<file path="src/rtl/adder_pkg.sv">
// -----------------------------------------------------------------------------
// adder_pkg -- shared definitions for the pipelined adder (pipe_adder).
//
// Contents:
//   DEF_WIDTH / DEF_STAGES : default operand width and pipeline depth
//   stage_reg_t            : layout of one pipeline stage register at the
//                            default width (valid, carry, partial sum and the
//                            operands still travelling down the pipe).
//                            adder_stage builds the same layout at its own
//                            parameterised width.
//   geometry_ok()          : legality check for a WIDTH/STAGES pair
// -----------------------------------------------------------------------------
package adder_pkg;

   localparam int DEF_WIDTH  = 4;
   localparam int DEF_STAGES = 2;

   typedef struct packed {
      logic                 valid;
      logic                 carry;
      logic [DEF_WIDTH-1:0] psum;
      logic [DEF_WIDTH-1:0] a;
      logic [DEF_WIDTH-1:0] b;
   } stage_reg_t;

   // Width must split evenly into 1..8 chunks and be at least 2 bits.
   function automatic bit geometry_ok(input int width, input int stages);
      return (width >= 2) && (stages >= 1) && (stages <= 8) &&
             ((width % stages) == 0);
   endfunction

endpackage

</file>
<file path="src/rtl/adder_stage.sv">
// -----------------------------------------------------------------------------
// adder_stage -- one registered slice of the pipelined adder.
//
// Adds the CHUNK-bit slice starting at bit INDEX*CHUNK of the operands plus
// the incoming carry, merges the slice result into the partial sum and
// registers everything (valid, carry, partial sum, operands) on en.
//
// Ports:
//   clk, rst_n                 clock, asynchronous active-low reset
//   en                         advance enable; register holds when low
//   prev_valid/carry/psum/a/b  state from the previous stage (or the inputs)
//   stage_valid/carry/psum/a/b registered state of this stage
//
// SAT = 1 (only used on the last stage) forces the partial sum to all-ones
// when this stage's carry out is set; the carry itself stays raw.
// -----------------------------------------------------------------------------
module adder_stage
   import adder_pkg::*;
#(
   parameter int WIDTH = DEF_WIDTH,
   parameter int CHUNK = DEF_WIDTH / DEF_STAGES,
   parameter int INDEX = 0,
   parameter bit SAT   = 1'b0
) (
   input  logic             clk,
   input  logic             rst_n,
   input  logic             en,
   input  logic             prev_valid,
   input  logic             prev_carry,
   input  logic [WIDTH-1:0] prev_psum,
   input  logic [WIDTH-1:0] prev_a,
   input  logic [WIDTH-1:0] prev_b,
   output logic             stage_valid,
   output logic             stage_carry,
   output logic [WIDTH-1:0] stage_psum,
   output logic [WIDTH-1:0] stage_a,
   output logic [WIDTH-1:0] stage_b
);

   typedef struct packed {
      logic             valid;
      logic             carry;
      logic [WIDTH-1:0] psum;
      logic [WIDTH-1:0] a;
      logic [WIDTH-1:0] b;
   } stage_t;

   localparam int LSB = INDEX * CHUNK;

   stage_t           stage_reg;
   stage_t           stage_next;
   logic [CHUNK:0]   chunk_sum;
   logic [WIDTH-1:0] merged;
   logic [WIDTH-1:0] result_psum;

   always_comb begin
      chunk_sum = {1'b0, prev_a[LSB +: CHUNK]} + {1'b0, prev_b[LSB +: CHUNK]}
                + {{CHUNK{1'b0}}, prev_carry};
      merged                = prev_psum;
      merged[LSB +: CHUNK]  = chunk_sum[CHUNK-1:0];
   end

   generate
      if (SAT) begin : g_sat
         assign result_psum = chunk_sum[CHUNK] ? {WIDTH{1'b1}} : merged;
      end else begin : g_wrap
         assign result_psum = merged;
      end
   endgenerate

   assign stage_next = '{valid: prev_valid, carry: chunk_sum[CHUNK],
                         psum: result_psum, a: prev_a, b: prev_b};

   always_ff @(posedge clk or negedge rst_n) begin
      if (!rst_n) begin
         stage_reg <= '0;
      end else if (en) begin
         stage_reg <= stage_next;
      end
   end

   assign stage_valid = stage_reg.valid;
   assign stage_carry = stage_reg.carry;
   assign stage_psum  = stage_reg.psum;
   assign stage_a     = stage_reg.a;
   assign stage_b     = stage_reg.b;

endmodule

</file>
<file path="src/rtl/pipe_adder.sv">
// -----------------------------------------------------------------------------
// pipe_adder -- STAGES-deep pipelined unsigned adder with valid/ready flow
// control on both sides.
//
// Ports:
//   clk        sole clock (rising edge)
//   rst_n      asynchronous active-low reset
//   a, b, cin  operands and carry in, qualified by in_valid
//   in_valid   input offer;   in_ready: input accepted this cycle
//   sum, cout  registered result (sum mod 2^WIDTH, carry out of MSB)
//   out_valid  result valid;  out_ready: consumer takes result this cycle
//
// Each stage adds WIDTH/STAGES bits; the last stage register is the output.
// The whole pipe advances together on en = !out_valid || out_ready, so a
// stalled output freezes every stage and in_ready drops.
//
// Build option: define PIPE_ADDER_SAT_EN to saturate sum to all-ones when the
// final carry is set (cout still reports the raw carry). Default: wrap.
// -----------------------------------------------------------------------------
module pipe_adder
   import adder_pkg::*;
#(
   parameter int WIDTH  = DEF_WIDTH,
   parameter int STAGES = DEF_STAGES
) (
   input  logic             clk,
   input  logic             rst_n,
   input  logic [WIDTH-1:0] a,
   input  logic [WIDTH-1:0] b,
   input  logic             cin,
   input  logic             in_valid,
   output logic             in_ready,
   output logic [WIDTH-1:0] sum,
   output logic             cout,
   output logic             out_valid,
   input  logic             out_ready
);

   localparam int CHUNK = WIDTH / STAGES;

`ifdef PIPE_ADDER_SAT_EN
   localparam bit SAT_EN = 1'b1;
`else
   localparam bit SAT_EN = 1'b0;
`endif

   generate
      if (!geometry_ok(WIDTH, STAGES)) begin : g_bad_geometry
         $error("pipe_adder: WIDTH must be >=2 and divisible by STAGES (1..8)");
      end
   endgenerate

   logic             en;
   // Index 0 is the input side; index k+1 is the register of stage k.
   logic             valid_pipe [0:STAGES];
   logic             carry_pipe [0:STAGES];
   logic [WIDTH-1:0] psum_pipe  [0:STAGES];
   logic [WIDTH-1:0] a_pipe     [0:STAGES];
   logic [WIDTH-1:0] b_pipe     [0:STAGES];

   assign en       = !out_valid || out_ready;
   assign in_ready = en;

   // When en is high and in_valid is low, this loads a bubble into stage 0.
   assign valid_pipe[0] = in_valid;
   assign carry_pipe[0] = cin;
   assign psum_pipe[0]  = '0;
   assign a_pipe[0]     = a;
   assign b_pipe[0]     = b;

   genvar gi;
   generate
      for (gi = 0; gi < STAGES; gi++) begin : g_stage
         adder_stage #(
            .WIDTH (WIDTH),
            .CHUNK (CHUNK),
            .INDEX (gi),
            .SAT   (SAT_EN && (gi == STAGES - 1))
         ) u_stage (
            .clk         (clk),
            .rst_n       (rst_n),
            .en          (en),
            .prev_valid  (valid_pipe[gi]),
            .prev_carry  (carry_pipe[gi]),
            .prev_psum   (psum_pipe[gi]),
            .prev_a      (a_pipe[gi]),
            .prev_b      (b_pipe[gi]),
            .stage_valid (valid_pipe[gi+1]),
            .stage_carry (carry_pipe[gi+1]),
            .stage_psum  (psum_pipe[gi+1]),
            .stage_a     (a_pipe[gi+1]),
            .stage_b     (b_pipe[gi+1])
         );
      end
   endgenerate

   assign out_valid = valid_pipe[STAGES];
   assign sum       = psum_pipe[STAGES];
   assign cout      = carry_pipe[STAGES];

endmodule

</file>
<file path="config.mk">
export PLATFORM = sky130hd
export DESIGN_NAME = pipe_adder
export DESIGN_NICKNAME = d
export VERILOG_FILES = /design/src/rtl/adder_pkg.sv /design/src/rtl/adder_stage.sv /design/src/rtl/pipe_adder.sv
export SDC_FILE = /design/constraint.sdc
export NUM_CORES = 1
export LEC_CHECK = 0
export CORE_MARGIN = 8
export CORE_UTILIZATION = 40
export CTS_BUF_LIST = sky130_fd_sc_hd__clkbuf_8
export DETAILED_ROUTE_END_ITERATION = 6
export PLACE_DENSITY_LB_ADDON = 0.08
export SETUP_SLACK_MARGIN = 0.5
export SYNTH_ARGS = -nofsm -noshare
export SYNTH_HDL_FRONTEND = slang
export SYNTH_SLANG_ARGS = --single-unit
</file>
<file path="constraint.sdc">
create_clock -name clk -period 3.3 [get_ports clk]
set_input_delay 0.33 -clock clk [delete_from_list [all_inputs] [get_ports clk]]
set_output_delay 0.33 -clock clk [all_outputs]
set_load 0.02 [all_outputs]
</file>
==> flow_summary_export.csv <==
group,metric,value,unit
outcome,status,"completed",
die,rows,14,
layout,nFillCells,134,
route,finalWirelength,1120,µm
place,post-place-cells,84,
timing,fmax,0.496,GHz
global_route,grt_usage,7.77,%
timing,rsz0062_at_grt,"no",
logic_synthesis,synth_cell_types,10,
layout,fin_nets,90,
layout,fin_area,912,µm²
clocking,cts_tree,"yes",
logic_synthesis,ys_warn_count,0,
clocking,hold_buffers,0,
logic_synthesis,syn_area_per_cell,13.2,µm²
die,num_io_pins,20,
flow_run,max-cap-violations,0,
die,die_w,56.7,µm
critical_path,crit_path_start_kind,"input port",
die,fp.coreArea,0.00152,mm²
critical_path,crit_type,"in -> out",
critical_path,arrival,1.68,ns
place,gp_congestion,0.729,
place,numPortBuffers,19,
route,first_iter_violations,1,
timing,period_minus_slack,2.01,ns
hold_path,hp-class,"reg -> reg",
clocking,cts-root-buf,"clkbuf_8",
timing,skew,0.00315,ns
route,remaining_drc_errors,0,
timing,setup_tns,0,ns
die,die_h,56.7,µm
global_route,grt_pass1_wl,2030,µm
layout,stdcell_count,88,
timing,finalSetupViolations,0,
timing,max-slew-margin-rel,59.0,%
timing,timing.final.ws_setup,1.29,ns
timing,hold_viol_final,0,
timing,fin_crit_sh,61.0,%
power,p_leak,0.414,nW
layout,drive_gt1_share,16.7,%
timing,final_max_slew_viol_count,0,
route,ant_nets,0,
layout,regArea,350,µm²
timing,fin_hold_ws,0.460,ns
die,initial_utilization,43.4,%
place,dp_slack,1.28,ns
clocking,post_cts_buffers,0,
layout,area_growth,37.8,%
logic_synthesis,synthesis.area,662,µm²
clocking,numCtsBuffers,3,
logic_synthesis,yosysTopAreaCellShare,52.9,%
power,vdd_drop_max,0.450,mV
clocking,cts_htree_levels,1,
logic_synthesis,ys_seq_area_share,52.9,%
power,cellPowerDensity,606,mW/mm²
logic_synthesis,synthTopCellsByArea,"dfrtp_1 (53%), fa_1 (12%), mux2_2 (8.5%), inv_1 (5.7%), nor3b_1 (5.7%)",
clocking,cts_num_sinks,14,
logic_synthesis,netlist_instances,50,
critical_path,endpoint_kind,"primary output",
critical_path,path_max_fanout,6,
die,fp.dieArea,0.00321,mm²
layout,multi_input_area,251,µm²
clocking,clock_latency,0.24,ns
critical_path,worstPathRequired,2.97,ns
logic_synthesis,yosysTopAreaCell,"dfrtp_1",
layout,diodes,0,
route,via_per_inst,4.63,
global_route,antenna_found_initial,0,
global_route,grt.overflow.total,0,
global_route,grt_max_degree,15,
place,placed_area,857,µm²
route,wire_per_inst,12.7,µm
clocking,cts_buffer_depth,2,
clocking,clk_pin_slew,0.06,ns
place,dp_hpwl,892,µm
logic_synthesis,synth-seq-cells,14,
route,first_pass_iters,3,
logic_synthesis,synth_nets,67,
global_route,grt_pass1_vias,455,
clocking,cts_resized,0,
route,via_count,407,
timing,tightest_slew,0.613,ns
-- per-stage QoR --
stage	power [mW]	util, %
CTS	0.564	59.9
global placement	0.395	56.2
floorplan	0.320	-
detailed placement	0.398	56.2
finish	0.552	59.9
global route	0.588	59.9
-- final cells by class --
type	count	share of cell area, %
tap	16	2.19
multi-input combinational	24	27.6
timing repair buffer	20	21.7
inverter	10	4.12
clock buffer	4	6.04
sequential	14	38.4
-- synthesized netlist by cell type --
library cell	instances
mux2_4	2
inv_1	10
mux2i_1	1
a21oi_1	5
buf_6	2
mux2_2	5
nor3b_1	5
fa_1	4
dfrtp_1	14
nand2b_1	2
-- final timing paths --
kind | cells past startpoint | to | slack [ns] | startpoint
min in group asynchronous | 1 | g_stage[0].u_stage.stage_psum[0] | 0.47 | rst_n
hold / removal | 1 | g_stage[1].u_stage.stage_valid | 0.46 | g_stage[0].u_stage.stage_valid
max in group asynchronous | 1 | g_stage[0].u_stage.stage_b[3] | 2.43 | rst_n
setup / recovery | 3 | in_ready | 1.29 | out_ready
hold reg to reg | 1 | g_stage[1].u_stage.stage_valid | 0.46 | g_stage[0].u_stage.stage_valid
setup reg to reg | 4 | g_stage[1].u_stage.stage_psum[3] | 1.78 | g_stage[0].u_stage.stage_a[2]
-- cell families (layout without fill, tap and decap cells) --
kind of cell / count (synthesis) / in the layout / share of synthesized area, %
AO/OA/AOI/OAI: 5 / 5 / 3.78
multiplexers: 8 / 8 / 14.6
adder cells (fa/ha/maj): 4 / 4 / 12.1
flip-flops: 14 / 14 / 52.9
buffers and inverters: 12 / 34 / 9.07
AND/OR/NAND/NOR: 7 / 7 / 7.56
-- placed cells by master, fill, tap and decap left out --
| cell type | n |
|---|---|
| a21oi_1 | 5 |
| buf_4 | 1 |
| clkbuf_8 | 4 |
| clkdlybuf4s50_1 | 19 |
| dfrtp_1 | 14 |
| fa_1 | 4 |
| inv_1 | 10 |
| mux2_2 | 5 |
| mux2_4 | 2 |
| mux2i_1 | 1 |
| nand2b_1 | 2 |
| nor3b_1 | 5 |
-- worst max-delay path, stage by stage --
cell             delay, ns
clkdlybuf4s50_1       0.57
nand2b_1              0.17
clkdlybuf4s50_1       0.62
-- flip-flops by register name, indices dropped and copies added (netlist names) --
name,flops
g_stage.u_stage.stage_b,2
g_stage.u_stage.stage_carry,2
g_stage.u_stage.stage_valid,2
g_stage.u_stage.stage_psum,6
g_stage.u_stage.stage_a,2
-- routing by layer --
layer,wire (µm),vias up,global-route usage [%]
met4,0,0,1.03
met5,0,-,0
li1,-,200,-
met3,91,0,5.17
met2,531,14,11.9
met1,495,193,8.97
-- where the power goes --
| part | switching, mW | total, mW | internal, mW |
|---|---|---|---|
| logic | 0.0746 | 0.164 | 0.0892 |
| registers | 0.0186 | 0.227 | 0.208 |
| clock network | 0.0564 | 0.162 | 0.105 |
Power figures use the tool's default switching activity.
